`src/rtl/sdram_cmd_scheduler_if.sv`:
```
// SDRAM controller command/data bus seen by the command scheduler.
// master: the scheduler issuing commands; slave: the SDRAM controller.
interface sdram_cmd_scheduler_if;
    logic [1:0]  sys_cmd;            // 00 nop, 01 wr 256B, 10 rd 32B, 11 rd 256B
    logic [17:0] sys_addr;           // word address for sys_cmd
    logic [1:0]  sys_cmd_ack;        // code being accepted, 00 when none
    logic        sys_rd_data_valid;  // one read word on sys_dout
    logic        sys_wr_data_valid;  // one write word consumed
    logic [15:0] sys_dout;           // read data

    modport master (
        output sys_cmd, sys_addr,
        input  sys_cmd_ack, sys_rd_data_valid, sys_wr_data_valid, sys_dout
    );

    modport slave (
        input  sys_cmd, sys_addr,
        output sys_cmd_ack, sys_rd_data_valid, sys_wr_data_valid, sys_dout
    );
endinterface

```
`src/rtl/sdram_cmd_scheduler.sv`:
```
// Arbitrates video-FIFO refills and cache write-back/fill traffic onto a
// single SDRAM command port. One transaction in flight at a time:
// IDLE (arbitrate) -> ISSUE (hold command until acked) -> XFER (count words).
module sdram_cmd_scheduler #(
    parameter logic [14:0] VID_BASE    = 15'h6FF8,
    parameter int          VID_LAST    = 3071,
    parameter int          MAX_VID_RUN = 4
) (
    input  logic                         clk,
    input  logic                         rst,          // async, active-low
    input  logic                         vid_low,
    input  logic                         cache_wr_req,
    input  logic                         cache_rd_req,
    input  logic [11:0]                  cache_waddr,
    input  logic [11:0]                  cache_raddr,
    sdram_cmd_scheduler_if.master        sdram,
    output logic                         cache_fill_we,
    output logic                         cache_wb_re,
    output logic                         vid_we,
    output logic [31:0]                  vid_data,
    output logic                         busy
);

    localparam logic [1:0] CMD_NOP = 2'b00;
    localparam logic [1:0] CMD_WR  = 2'b01;
    localparam logic [1:0] CMD_VRD = 2'b10;
    localparam logic [1:0] CMD_CRD = 2'b11;
    localparam int         RUN_W   = $clog2(MAX_VID_RUN + 1);

    typedef enum logic [1:0] {IDLE, ISSUE, XFER} state_t;

    state_t            state, state_nxt;
    logic [1:0]        cmd_q;      // code in flight; doubles as the data route
    logic [11:0]       vidadr;     // next video line to fetch
    logic [RUN_W-1:0]  vid_run;    // back-to-back video grants
    logic [6:0]        word_cnt;
    logic              phase;      // 1 = next video word completes a pair
    logic [15:0]       half_q;     // first half of the current video pair

    logic              cache_first, grant_any, ack_ok, strobe, last_word, done;
    logic [1:0]        grant_code;
    logic [17:0]       grant_addr;
    logic [14:0]       vid_line;

    // Video lines are stored bottom-up in the framebuffer, hence the inverted
    // upper index bits; the sum wraps within the 15-bit 32-byte-unit space.
    assign vid_line    = VID_BASE + {3'b000, ~vidadr[11:2], vidadr[1:0]};

    // A starved cache request beats video once the video run has saturated.
    assign cache_first = (cache_wr_req | cache_rd_req) && (vid_run == RUN_W'(MAX_VID_RUN));

    // Pick the winning request and its command/address while idle.
    always_comb begin
        grant_code = CMD_NOP;
        grant_addr = '0;
        if (vid_low && !cache_first) begin
            grant_code = CMD_VRD;
            grant_addr = {vid_line, 3'b000};
        end else if (cache_wr_req) begin
            grant_code = CMD_WR;
            grant_addr = {cache_waddr, 6'b0};
        end else if (cache_rd_req) begin
            grant_code = CMD_CRD;
            grant_addr = {cache_raddr, 6'b0};
        end
    end

    assign grant_any = (state == IDLE) && (grant_code != CMD_NOP);
    // Only the ack matching the issued code counts; others are ignored.
    assign ack_ok    = (state == ISSUE) && (sdram.sys_cmd_ack == cmd_q);
    // Only strobes of the kind the transaction expects advance the count.
    assign strobe    = (state == XFER) &&
                       ((cmd_q == CMD_WR) ? sdram.sys_wr_data_valid : sdram.sys_rd_data_valid);
    assign last_word = (word_cnt == ((cmd_q == CMD_VRD) ? 7'd15 : 7'd127));
    assign done      = strobe && last_word;

    // State register.
    always_ff @(posedge clk or negedge rst) begin
        if (!rst) state <= IDLE;
        else      state <= state_nxt;
    end

    // Next-state logic.
    always_comb begin
        state_nxt = state;
        case (state)
            IDLE:    if (grant_any) state_nxt = ISSUE;
            ISSUE:   if (ack_ok)    state_nxt = XFER;
            XFER:    if (done)      state_nxt = IDLE;
            default:                state_nxt = IDLE;
        endcase
    end

    // Command, address and transfer bookkeeping registers.
    always_ff @(posedge clk or negedge rst) begin
        if (!rst) begin
            sdram.sys_cmd  <= CMD_NOP;
            sdram.sys_addr <= '0;
            cmd_q          <= CMD_NOP;
            vidadr         <= '0;
            vid_run        <= '0;
            word_cnt       <= '0;
            phase          <= 1'b0;
            half_q         <= '0;
        end else begin
            if (grant_any) begin
                sdram.sys_cmd  <= grant_code;
                sdram.sys_addr <= grant_addr;
                cmd_q          <= grant_code;
                word_cnt       <= '0;
                phase          <= 1'b0;
                if (grant_code == CMD_VRD) begin
                    if (vid_run != RUN_W'(MAX_VID_RUN)) vid_run <= vid_run + 1'b1;
                end else begin
                    vid_run <= '0;
                end
            end
            if (ack_ok) begin
                sdram.sys_cmd <= CMD_NOP;
                if (cmd_q == CMD_VRD)
                    vidadr <= (vidadr == 12'(VID_LAST)) ? 12'd0 : vidadr + 12'd1;
            end
            if (strobe) begin
                word_cnt <= word_cnt + 7'd1;
                if (cmd_q == CMD_VRD) begin
                    phase <= ~phase;
                    if (!phase) half_q <= sdram.sys_dout;
                end
            end
        end
    end

    // Outputs: data-path enables follow the strobes combinationally in XFER.
    always_comb begin
        busy          = (state != IDLE);
        cache_fill_we = (state == XFER) && (cmd_q == CMD_CRD) && sdram.sys_rd_data_valid;
        cache_wb_re   = (state == XFER) && (cmd_q == CMD_WR)  && sdram.sys_wr_data_valid;
        vid_we        = (state == XFER) && (cmd_q == CMD_VRD) && sdram.sys_rd_data_valid && phase;
        vid_data      = {sdram.sys_dout, half_q};
    end

endmodule
```
`src/flat_wrapper.sv`:
```
// flat-port wrapper written by rule: the top's interface ports become plain ports
module sdram_cmd_scheduler_flat 
#(
    parameter logic [14:0] VID_BASE    = 15'h6FF8,
    parameter int          VID_LAST    = 3071,
    parameter int          MAX_VID_RUN = 4
)
  (clk, rst, vid_low, cache_wr_req, cache_rd_req, cache_waddr, cache_raddr, cache_fill_we, cache_wb_re, vid_we, vid_data, busy, sdram_sys_cmd, sdram_sys_addr, sdram_sys_cmd_ack, sdram_sys_rd_data_valid, sdram_sys_wr_data_valid, sdram_sys_dout);
  sdram_cmd_scheduler_if sdram_i ();
  input  logic clk;
  input  logic rst;
  input  logic vid_low;
  input  logic cache_wr_req;
  input  logic cache_rd_req;
  input  logic [11:0] cache_waddr;
  input  logic [11:0] cache_raddr;
  output logic cache_fill_we;
  output logic cache_wb_re;
  output logic vid_we;
  output logic [31:0] vid_data;
  output logic busy;
  output wire logic [$bits(sdram_i.sys_cmd)-1:0] sdram_sys_cmd;
  output wire logic [$bits(sdram_i.sys_addr)-1:0] sdram_sys_addr;
  input wire logic [$bits(sdram_i.sys_cmd_ack)-1:0] sdram_sys_cmd_ack;
  input wire logic [$bits(sdram_i.sys_rd_data_valid)-1:0] sdram_sys_rd_data_valid;
  input wire logic [$bits(sdram_i.sys_wr_data_valid)-1:0] sdram_sys_wr_data_valid;
  input wire logic [$bits(sdram_i.sys_dout)-1:0] sdram_sys_dout;
  assign sdram_sys_cmd = sdram_i.sys_cmd;
  assign sdram_sys_addr = sdram_i.sys_addr;
  assign sdram_i.sys_cmd_ack = sdram_sys_cmd_ack;
  assign sdram_i.sys_rd_data_valid = sdram_sys_rd_data_valid;
  assign sdram_i.sys_wr_data_valid = sdram_sys_wr_data_valid;
  assign sdram_i.sys_dout = sdram_sys_dout;
  sdram_cmd_scheduler #(.VID_BASE(VID_BASE), .VID_LAST(VID_LAST), .MAX_VID_RUN(MAX_VID_RUN)) u_core (.clk(clk), .rst(rst), .vid_low(vid_low), .cache_wr_req(cache_wr_req), .cache_rd_req(cache_rd_req), .cache_waddr(cache_waddr), .cache_raddr(cache_raddr), .sdram(sdram_i), .cache_fill_we(cache_fill_we), .cache_wb_re(cache_wb_re), .vid_we(vid_we), .vid_data(vid_data), .busy(busy));
endmodule
```
`config.mk`:
```
export PLATFORM = sky130hd
export DESIGN_NAME = sdram_cmd_scheduler_flat
export DESIGN_NICKNAME = d
export VERILOG_FILES = /design/src/rtl/sdram_cmd_scheduler_if.sv /design/src/rtl/sdram_cmd_scheduler.sv /design/src/flat_wrapper.sv
export SDC_FILE = /design/constraint.sdc
export NUM_CORES = 1
export LEC_CHECK = 0
export CAP_MARGIN = 40
export CORE_UTILIZATION = 50
export CTS_CLUSTER_DIAMETER = 60
export DETAILED_ROUTE_END_ITERATION = 10
export PLACE_DENSITY = 0.87
export SLEW_MARGIN = 40
export SYNTH_ARGS = -nofsm -noshare
export SYNTH_HDL_FRONTEND = slang
export SYNTH_SLANG_ARGS = --single-unit
```
`constraint.sdc`:
```
create_clock -name clk -period 3 [get_ports clk]
set_input_delay 0.45 -clock clk [delete_from_list [all_inputs] [get_ports clk]]
set_output_delay 0.45 -clock clk [all_outputs]
set_load 0.01 [all_outputs]
```
==> run metrics, run 1 <==
status=completed; Synth Register Bits=60; Non-Filler Instances=~480; CP Launch Type=flop; hold_buf cts=0; core area=around 6300 um2; Worst Hold Class=in2async; IO Pins=around 110; mean post-synth cell area=slightly above 10 um2; vias post-DR=approximately 2.9k; final period utilization=0.844; switching part of the total=0.343; Power Dens Cells=a little under 800 nW/um2; Final setup viols=0; max-slew violation count=0; Layout area overhead=34.1%; fmax=between 300 and 400 MHz; WP data required=between 2000 and 3000 ps; Mapped Cells=~320; top cell type's share of synthesized area=0.459; root buffer cell=clkbuf_8; share of layout cells above drive strength 1=0.113; Total Routing Usage GR=0.250; DP Wirelength=between 6000 and 7000 um; Worst Tran Pin Value=750 ps; register area share after synthesis=0.459; Final min period=2530 ps; worst skew pair latency=~340 ps; Top Layer Used=met4; # rows=29; initial antenna violation count=0; global-route wire length before repair=between 10000 and 15000 um; Final nets=between 400 and 500; die width=~83 um; FF-to-FF Start=u_core.cmd_q[1]$_DFFE_PN0P_; CP bufs+invs=1; largest net degree at the start of global routing=32; Setup Fix Bufs, Post-CTS=0; fillcell total=around 480; total grt overflow=0; delay-heaviest family, CP=simple AND/OR/NAND/NOR gates; vias in the first global route=2698; asr flop ratio synth=1.00; DR pass1 iterations=5; P_sw=1.16 mW; Combinational Power Share=0.417; clk buf depth=2; Final Skew=9.23 ps; Worst setup EP type=output pin; # diodes=0; wire per inst=17.1 um; Port Buffers=roughly 100; CTS buffer count=9; Setup TNS=0 ps; Post-synth EDFFs=0; height of the die=82.9 um; Arrival @ worst endpoint=~2100 ps; biggest area consumer among synthesized cells=dfrtp_1; clock input transition at the sequential cells of the worst setup and hold paths=approximately 60 ps; CTS sink count=60; Pint=around 2.2 mW; clock network fraction of total power=0.190; placed cells=469; Initial DRC Count=roughly 240; RSZ-0062 raised after global routing=false; Synth area leaders=dfrtp_1 (46%), buf_4 (4.4%), mux2_4 (4.1%), nand2_1 (2.9%), mux2_2 (2.4%); post-CTS sizing=0; slowest CP cell=clkdlybuf4s50_1; max_cap viols=0; Synth Flop Type=dfrtp_1; met2 wire len=roughly 4000 um; most frequent cells in the layout=clkdlybuf4s50_1 (100), dfrtp_1 (60), nand2_1 (25); post-route ant nets=0; Starting Density=0.515; CTS tree=built; met3 wire length=around 600 um; Final Hold Vio Count=0; routed vias/inst=5.90; commonest non-fill, non-tap cell in the layout=clkdlybuf4s50_1; Crit path largest cell delay=around 550 ps; RePlAce Congestion=between 0.9 and 1; YS warnings=0; relative slew slack=0.486; Critical Path, Cell by Cell=nor2b_1, and3_1, and2_1, clkdlybuf4s50_1; Die Area=6870 um2; H-tree levels=3; Max Fanout on Critical Path=8; WHS=between 100 and 150 ps; Yosys cell types=55; Mapped Area=about 3300 um2; worst setup path start=u_core.cmd_q[1]$_DFFE_PN0P_; final wirelength=between 8000 and 9000 um; Worst IR Drop VDD=~0.00041 V; DRC viols=0; wire length on met1=3500 um; Setup Crit Path Kind=reg2out; share of power burned in registers=0.393; leakage power=between 1.5 and 2 nW
[path summary, 6_finish.rpt]
check | endpoint | slack, ps | depth (start not counted)
max reg2reg | u_core.half_q[9]$_DFFE_PN0P_ | 800 | 5
min | u_core.half_q[0]$_DFFE_PN0P_ | 150 | 1
min in group clk | u_core.word_cnt[6]$_DFFE_PN0P_ | 500 | 1
max in group asynchronous | u_core.vidadr[5]$_DFFE_PN0P_ | 2000 | 2
max | vid_we | 470 | 4
min reg2reg | u_core.word_cnt[6]$_DFFE_PN0P_ | 500 | 1
[sequential cells by signal (all words and copies together), names as in the netlist]
signal                 flops
u_core.state               2
u_core.cmd_q               2
u_core.phase               1
u_core.word_cnt            7
u_core.vidadr             12
u_core.sdram.sys_addr     15
u_core.half_q             16
u_core.sdram.sys_cmd       2
u_core.vid_run             3
[cells in the mapped netlist, drive strengths merged, types with 6 or more instances]
master,n
nand2,25
xor2,7
clkbuf,8
nand4,11
buf,24
a21oi,14
xnor2,9
a22o,6
inv,8
nand2b,6
dfrtp,60
a22oi,7
mux2,16
o21ai,13
ha,6
nor2,17
nand3,8
[per-stage QoR]
step | setup slack [ps] | instance area, um2 | utilization | total power, mW
6_report | 467 | 4390 | 0.691 | 3.39
5_1_grt | 367 | 4390 | 0.691 | 3.58
4_1_cts | 455 | 4390 | 0.691 | 3.40
3_5_place_dp | 573 | 4210 | 0.663 | 2.75
3_3_place_gp | 649 | 4210 | 0.663 | 2.70
2_1_floorplan | 1270 | 3280 | - | 2.02
[routing by layer]
layer  vias up  GRT usage
met2       170      0.402
met5         -          0
met1      1366      0.326
met4         0      0.103
li1       1301          -
met3        17     0.0567
[kinds of logic (layout without fill, tap and decap cells)]
family                     Yosys count  count (layout)  synth area share
AOI/OAI and AO/OA                   68              68             0.145
DFF                                 60              60             0.459
and+or+nand+nor                    105             105             0.178
xor gates and xnor gates            16              16            0.0428
buffers and inverters               40             129            0.0735
adders and majority gates            6               6            0.0230
other                                1               3           0.00115
muxes                               20              20            0.0777
[power by group through the flow]
| stage | clock network, mW | logic (mW) | registers, mW |
|---|---|---|---|
| global placement | 0 | 1.37 | 1.33 |
| finish | 0.643 | 1.41 | 1.33 |
| detailed placement | 0 | 1.42 | 1.33 |
| CTS | 0.660 | 1.42 | 1.33 |
| global route | 0.694 | 1.52 | 1.37 |
| floorplan | 0 | 0.641 | 1.38 |
[cell type report]
class | instances | area (um2) | area share
Clock inverter | 4 | 25.0 | 0.00570
Clock buffer | 11 | 151 | 0.0345
Multi-Input combinational cell | 218 | 1540 | 0.351
Timing Repair Buffer | 106 | 1040 | 0.238
Sequential cell | 60 | 1500 | 0.342
Inverter | 8 | 30.0 | 0.00685
Tap cell | 77 | 96.3 | 0.0220
(Power assumes the default switching activity.)
==> run 2: changes to the inputs <==
--- a/config.mk
+++ b/config.mk
@@ -6,10 +6,10 @@
 export NUM_CORES = 1
 export LEC_CHECK = 0
 export CAP_MARGIN = 40
-export CORE_UTILIZATION = 50
+export CORE_UTILIZATION = 47
 export CTS_CLUSTER_DIAMETER = 60
 export DETAILED_ROUTE_END_ITERATION = 10
-export PLACE_DENSITY = 0.87
+export PLACE_DENSITY = 0.82
 export SLEW_MARGIN = 40
 export SYNTH_ARGS = -nofsm -noshare
 export SYNTH_HDL_FRONTEND = slang
==> constraint.sdc (replaced) <==
create_clock -name clk -period 2.45 [get_ports clk]
set_input_delay 0.3675 -clock clk [delete_from_list [all_inputs] [get_ports clk]]
set_output_delay 0.3675 -clock clk [all_outputs]
set_load 0.01 [all_outputs]
==> run 2 against run 1 <==
- routed wire length grew 1.4%
- worst hold slack gained 340 ps
- worst setup slack lost 370 ps
- non-clock buffer count grew 8
- combinational power grew 27%
- via count shrank 1.9%
- critical path depth is the same
- first-iteration DRC count shrank 37%
- global-route usage shrank 0.18 points
- total power grew 34%
- cell count grew 2.5%
- flip-flop and latch count is the same
- highest routed layer unchanged
==> run metrics, run 2 (synthesis gave the netlist of run 1 again) <==
biggest regs=u_core.half_q x16, u_core.sdram.sys_addr x15, u_core.vidadr x12 (unchanged); CP bufs+invs=1 (unchanged); max_cap viols=0 (unchanged); global-route wire length before repair=14000 um (was 13700 um); Max Fanout on Critical Path=7 (was 8); Setup Crit Path Kind=reg2out (unchanged); Crit path largest cell delay=540 ps (was 550 ps); max-slew violation count=0 (unchanged); final wirelength=8380 um (was 8260 um); Top reg by flops=u_core.half_q (unchanged); routed vias/inst=5.65 (was 5.90); pre-CTS setup slack=233 ps (was 573 ps); Final Skew=7.14 ps (was 9.23 ps); Die Area=7300 um2 (was 6870 um2); FF-to-FF Start=u_core.state[0]$_DFFE_PN0P_ (was u_core.cmd_q[1]$_DFFE_PN0P_); Initial DRC Count=151 (was 238); fmax=426 MHz; clock input transition at the sequential cells of the worst setup and hold paths=70 ps (was 60 ps); Setup TNS=0 ps (unchanged); initial antenna violation count=0 (unchanged); final worst slack=102 ps (was 467 ps); delay-heaviest family, CP=simple AND/OR/NAND/NOR gates (unchanged); CP Launch Type=flop (unchanged); leakage power=1.96 nW (was 1.88 nW); CTS sink count=60 (unchanged); WP data required=2080 ps (was 2550 ps); Final Hold Vio Count=0 (unchanged); Total Routing Usage GR=0.248 (was 0.250); CTS buffer count=9 (unchanged); clk buf depth=2 (unchanged); share of layout cells above drive strength 1=0.130 (was 0.113); total grt overflow=0 (unchanged); RSZ-0062 raised after global routing=false (unchanged); root buffer cell=clkbuf_8 (unchanged); fillcell total=523 (was 478); worst skew pair latency=340 ps (about the same); DP Wirelength=6390 um (was 6170 um); status=completed (unchanged); final period utilization=0.958; Power Dens Cells=999 nW/um2 (was 772 nW/um2); Final min period=2350 ps; RePlAce Congestion=0.907 (was 0.966); commonest non-fill, non-tap cell in the layout=clkdlybuf4s50_1 (unchanged); depth of the most critical reg-to-reg path=5 (unchanged); Worst setup EP type=output pin (unchanged); Final nets=466 (was 458); Starting Density=0.484 (was 0.515); Levels on crit path=4 (unchanged); Port Buffers=101 (unchanged); die width=85.4 um (was 82.9 um); DRC viols=0 (unchanged); CTS tree=built (unchanged); Final setup viols=0 (unchanged); Worst Hold Class=in2async (unchanged); max reg flops=16 (unchanged); IO Pins=105 (unchanged); Setup Fix Bufs, Post-CTS=0 (unchanged); wire per inst=16.9 um (was 17.1 um); vias in the first global route=2902 (was 2698); relative slew slack=0.548 (was 0.486); # rows=30 (was 29); H-tree levels=3 (unchanged); worst setup path start=u_core.state[0]$_DFFE_PN0P_ (was u_core.cmd_q[1]$_DFFE_PN0P_); Worst Tran Pin Value=677 ps (was 750 ps); # diodes=0 (unchanged); slowest CP cell=clkdlybuf4s50_1 (unchanged); Layout area overhead=38.5% (was 34.1%); height of the die=85.4 um (was 82.9 um); core area=6760 um2 (was 6350 um2); vias post-DR=2800 (was 2854); Critical Path, Cell by Cell=and2b_4, and3_1, and2_1, clkdlybuf4s50_1 (was nor2b_1, and3_1, and2_1, clkdlybuf4s50_1); post-route ant nets=0 (unchanged); largest net degree at the start of global routing=28 (was 32); DR pass1 iterations=5 (unchanged); most frequent cells in the layout=clkdlybuf4s50_1 (100), dfrtp_1 (60), nand2_1 (25) (unchanged); Worst IR Drop VDD=0.000485 V (was 0.000410 V); Arrival @ worst endpoint=1980 ps (was 2080 ps)
-- run 2: cell types whose count changed in the layout (fill, tap and decap cells not counted), sizes merged --
cell         before  now
dlygate4sd3       0    1
clkbuf           11   12
clkinv            2    1
clkinvlp          2    0
bufinv            0    3
buf               6   13
-- run 2: routing by layer --
metal | track usage | vias to the layer above | wire length, um
met4 | 0.120 | 0 | 150
li1 | - | 1324 | -
met1 | 0.293 | 1344 | 3390
met2 | 0.428 | 117 | 4250
met5 | 0 | - | 0
met3 | 0.0554 | 15 | 588
-- run 2: worst reg2reg max path, stage by stage (launching register included) --
cell     delay, ps
dfrtp_1        470
and2b_4        310
and3_1         190
nor2b_2        160
buf_4          270
mux2_2         370
-- run 2: repair_timing --
item	CTS	global route
endpoints found under the hold margin	16	0
hold buffers	1	0
setup endpoints to repair	0	1
gates resized for setup	0	1
-- run 2: worst paths after layout --
check,slack [ps],endpoint
setup / recovery,100,vid_we
hold / removal,490,u_core.half_q[9]$_DFFE_PN0P_
setup reg to reg,550,u_core.half_q[15]$_DFFE_PN0P_
hold reg to reg,490,u_core.sdram.sys_addr[10]$_DFFE_PN0P_
max in group asynchronous,1270,u_core.phase$_DFF_PN0_
min in group clk,490,u_core.sdram.sys_addr[10]$_DFFE_PN0P_
-- run 2: stage by stage --
| step | cells | util | total power, mW | hold WS, ps | cell area [um2] |
|---|---|---|---|---|---|
| 2_1_floorplan | 318 | - | 2.48 | 71.9 | 3280 |
| 3_3_place_gp | 479 | 0.631 | 3.35 | 303 | 4270 |
| 3_5_place_dp | 479 | 0.631 | 3.42 | 314 | 4270 |
| 4_1_cts | 496 | 0.670 | 4.56 | 480 | 4530 |
| 5_1_grt | 496 | 0.670 | 4.78 | 523 | 4530 |
| 6_report | 496 | 0.670 | 4.52 | 489 | 4530 |
-- run 2: area by class of cell --
cell class	instances	area, um2	share of cell area
clock buffer	12	155	0.0343
clock inverter	4	95.1	0.0210
inverter	8	30.0	0.00663
multi-input combinational	218	1540	0.340
sequential	60	1500	0.331
tap	80	100	0.0221
timing repair buffer	114	1110	0.244
-- run 2: power by group --
| group | switching (mW) | internal, mW | total, mW |
|---|---|---|---|
| clock network | 0.389 | 0.730 | 1.12 |
| registers | 0.274 | 1.34 | 1.61 |
| logic | 0.781 | 1.01 | 1.79 |
==> run 3: changes to the inputs <==
--- a/config.mk
+++ b/config.mk
@@ -5,11 +5,13 @@
 export SDC_FILE = /design/constraint.sdc
 export NUM_CORES = 1
 export LEC_CHECK = 0
+export ABC_AREA = 1
 export CAP_MARGIN = 40
 export CORE_UTILIZATION = 47
 export CTS_CLUSTER_DIAMETER = 60
 export DETAILED_ROUTE_END_ITERATION = 10
 export PLACE_DENSITY = 0.82
+export SETUP_SLACK_MARGIN = 0.15
 export SLEW_MARGIN = 40
 export SYNTH_ARGS = -nofsm -noshare
 export SYNTH_HDL_FRONTEND = slang
==> run 3 against run 2 <==
- sequential share of layout area fell by 0.54 points
- sequential power barely moved
- total power fell by 2.7%
- worst setup slack improved by 190 ps
- critical endpoint is now cache_fill_we
- global-route usage fell by 0.63 points
- design area rose by 1.7%
- clock skew fell by 1.4 ps
- critical path type unchanged
- register-to-register slack improved by 240 ps
==> run metrics, run 3 <==
status=completed (unchanged); asr flop ratio synth=1.00 (unchanged); Max Fanout on Critical Path=4 (was 7); Final Hold Vio Count=0 (unchanged); Post-synth EDFFs=0 (unchanged); # diodes=0 (unchanged); Arrival @ worst endpoint=1790 ps (was 1980 ps); DR pass1 iterations=4 (was 5); # rows=30 (unchanged); Power, Total=4.40 mW (was 4.52 mW); Yosys cell types=35 (was 55); core area=6870 um2 (was 6760 um2); Worst Hold Class=in2async (unchanged); Final nets=568 (was 466); WHS=13.6 ps (was 489 ps); final wirelength=8550 um (was 8380 um); vias in the first global route=3002 (was 2902); Worst setup EP type=output pin (unchanged); Reg area=1500 um2 (unchanged); Layout area overhead=36.5% (was 38.5%); register area share after synthesis=0.445 (was 0.459); Top reg by flops=u_core.half_q (unchanged); commonest cells in the netlist=nand2_1 (129), dfrtp_1 (60), nand3_1 (48), nor2_1 (27), inv_1 (26) (was dfrtp_1 (60), nand2_1 (25), buf_4 (19), nor2_1 (17), a21oi_1 (14)); hold_buf cts=0 (was 1); H-tree levels=3 (unchanged); post-CTS sizing=0 (unchanged); RePlAce Congestion=0.939 (was 0.907); multi-input logic area=1550 um2 (was 1540 um2); Synth area leaders=dfrtp_1 (45%), nand2_1 (14%), nand3_1 (7.1%), buf_4 (4.9%), nor2_1 (3.0%) (was dfrtp_1 (46%), buf_4 (4.4%), mux2_4 (4.1%), nand2_1 (2.9%), mux2_2 (2.4%)); Setup TNS=0 ps (unchanged); max reg flops=16 (unchanged); post-route ant nets=0 (unchanged); Non-Filler Instances=614 (was 496); wire per inst=13.9 um (was 16.9 um); commonest non-fill, non-tap cell in the layout=nand2_1 (was clkdlybuf4s50_1); placed cells=598 (was 479); clock input transition at the sequential cells of the worst setup and hold paths=70 ps (about the same); Mapped Cells=421 (was 316); R2R Path End=u_core.sdram.sys_addr[14]$_DFFE_PN0P_ (was u_core.half_q[15]$_DFFE_PN0P_); clk buf depth=2 (unchanged); Starting Density=0.491 (was 0.484); Pint=2.83 mW (was 3.08 mW); most common cell in the netlist=nand2_1 (was dfrtp_1); switching part of the total=0.358 (was 0.319); mean post-synth cell area=8.01 um2 (was 10.4 um2); Final setup viols=0 (unchanged); YS warnings=0 (unchanged); biggest area consumer among synthesized cells=dfrtp_1 (unchanged); initial antenna violation count=0 (unchanged); Mapped Area=3370 um2 (was 3270 um2); CP Launch Type=flop (unchanged); Port Buffers=101 (unchanged); routed vias/inst=5.09 (was 5.65); biggest regs=u_core.half_q x16, u_core.sdram.sys_addr x15, u_core.vidadr x12 (unchanged); FF-to-FF Start=u_core.vid_run[0]$_DFFE_PN0P_ (was u_core.state[0]$_DFFE_PN0P_); total grt overflow=0 (unchanged); most frequent cells in the layout=nand2_1 (129), clkdlybuf4s50_1 (99), dfrtp_1 (60) (was clkdlybuf4s50_1 (100), dfrtp_1 (60), nand2_1 (25)); Initial DRC Count=177 (was 151); top cell type's share of synthesized area=0.445 (was 0.459); global-route wire length before repair=13900 um (was 14000 um); WP data required=2080 ps (about the same); depth of the most critical reg-to-reg path=8 (was 5); share of layout cells above drive strength 1=0.0965 (was 0.130); Setup Fix Bufs, Post-CTS=0 (unchanged); worst skew pair latency=340 ps (about the same); Die Area=7520 um2 (was 7300 um2); clock network fraction of total power=0.237 (was 0.247); DP Wirelength=6280 um (was 6390 um); CTS sink count=60 (unchanged); Final min period=2160 ps (was 2350 ps); Setup Crit Path Kind=reg2out (unchanged); RSZ-0062 raised after global routing=false (unchanged); Combinational Power Share=0.404 (was 0.396); largest net degree at the start of global routing=61 (was 28); Final Skew=5.73 ps (was 7.14 ps); root buffer cell=clkbuf_8 (unchanged); max-slew violation count=0 (unchanged); Reg2Reg Setup Slack=790 ps (was 550 ps); fmax=463 MHz (was 426 MHz); leakage power=2.11 nW (was 1.96 nW); Power Dens Cells=956 nW/um2 (was 999 nW/um2); CTS buffer count=9 (unchanged); Worst IR Drop VDD=0.000461 V (was 0.000485 V); P_sw=1.57 mW (was 1.44 mW); die width=86.7 um (was 85.4 um); vias post-DR=3127 (was 2800); CTS tree=built (unchanged); fillcell total=574 (was 523); IO Pins=105 (unchanged); Synth Register Bits=60 (unchanged); max_cap viols=0 (unchanged); Util after Layout=0.670 (about the same); share of power burned in registers=0.359 (was 0.356); final period utilization=0.882 (was 0.958); Synth Flop Type=dfrtp_1 (unchanged); DRC viols=0 (unchanged); height of the die=86.7 um (was 85.4 um); Total Routing Usage GR=0.242 (was 0.248)
-- run 3: cell types whose count changed in the layout (fill, tap and decap cells not counted), moves of 10 or more --
cell     before  now
o21ai_1       0   15
nand3_1       8   48
nor2_1       17   27
inv_1         7   25
nand2_1      25  129
-- run 3: final cells by class --
class / instances / share of cell area
Timing Repair Buffer: 109 / 0.235
Inverter: 30 / 0.0245
Tap cell: 96 / 0.0261
Clock inverter: 4 / 0.0152
Clock buffer: 12 / 0.0359
Multi-Input combinational cell: 303 / 0.337
Sequential cell: 60 / 0.326
-- run 3: layer usage --
| metal | routed length, um | up-vias | global-route usage |
|---|---|---|---|
| li1 | - | 1537 | - |
| met1 | 3670 | 1449 | 0.297 |
| met2 | 4150 | 123 | 0.408 |
| met3 | 565 | 18 | 0.0543 |
| met4 | 163 | 0 | 0.105 |
| met5 | 0 | - | 0 |
-- run 3: power groups by stage --
stage / Sequential (mW) / Clock, mW / Combinational (mW)
2_1_floorplan: 1.66 / 0 / 0.845
3_3_place_gp: 1.58 / 0 / 1.71
3_5_place_dp: 1.59 / 0 / 1.77
4_1_cts: 1.58 / 1.05 / 1.78
5_1_grt: 1.63 / 1.10 / 1.96
6_report: 1.58 / 1.04 / 1.78
-- run 3: worst max-delay path: stages, from the launching register on --
cell	delay [ps]
dfrtp_1	410
nor2_4	180
nand2_2	130
nor3_2	160
clkdlybuf4s50_1	570
-- run 3: metrics by stage --
| stage | setup slack, ps | instance area, um2 |
|---|---|---|
| 5_1_grt | 227 | 4600 |
| 6_report | 289 | 4600 |
| 4_1_cts | 186 | 4600 |
| 2_1_floorplan | 1040 | 3380 |
| 3_5_place_dp | 273 | 4360 |
| 3_3_place_gp | 318 | 4360 |
-- run 3: how the worst max path moves through the flow --
stage	start	end	depth (start not counted)
4_1_cts	u_core.state[0]$_DFFE_PN0P_	cache_fill_we	4
3_3_place_gp	sdram_sys_rd_data_valid	vid_we	6
5_1_grt	u_core.state[0]$_DFFE_PN0P_	cache_fill_we	4
6_report	u_core.state[0]$_DFFE_PN0P_	cache_fill_we	4
2_1_floorplan	u_core.vid_run[0]$_DFFE_PN0P_	u_core.sdram.sys_addr[14]$_DFFE_PN0P_	8
3_5_place_dp	sdram_sys_rd_data_valid	cache_fill_we	4
-- run 3: cells by family (layout without fill, tap and decap cells) --
group	after synthesis	after routing	synth area share
flops	60	60	0.445
buf+inv	60	155	0.0976
other cells	1	3	0.00111
simple gates	229	229	0.302
compound gates	52	52	0.0976
xor+xnor	13	13	0.0338
fa+ha+maj	6	6	0.0223
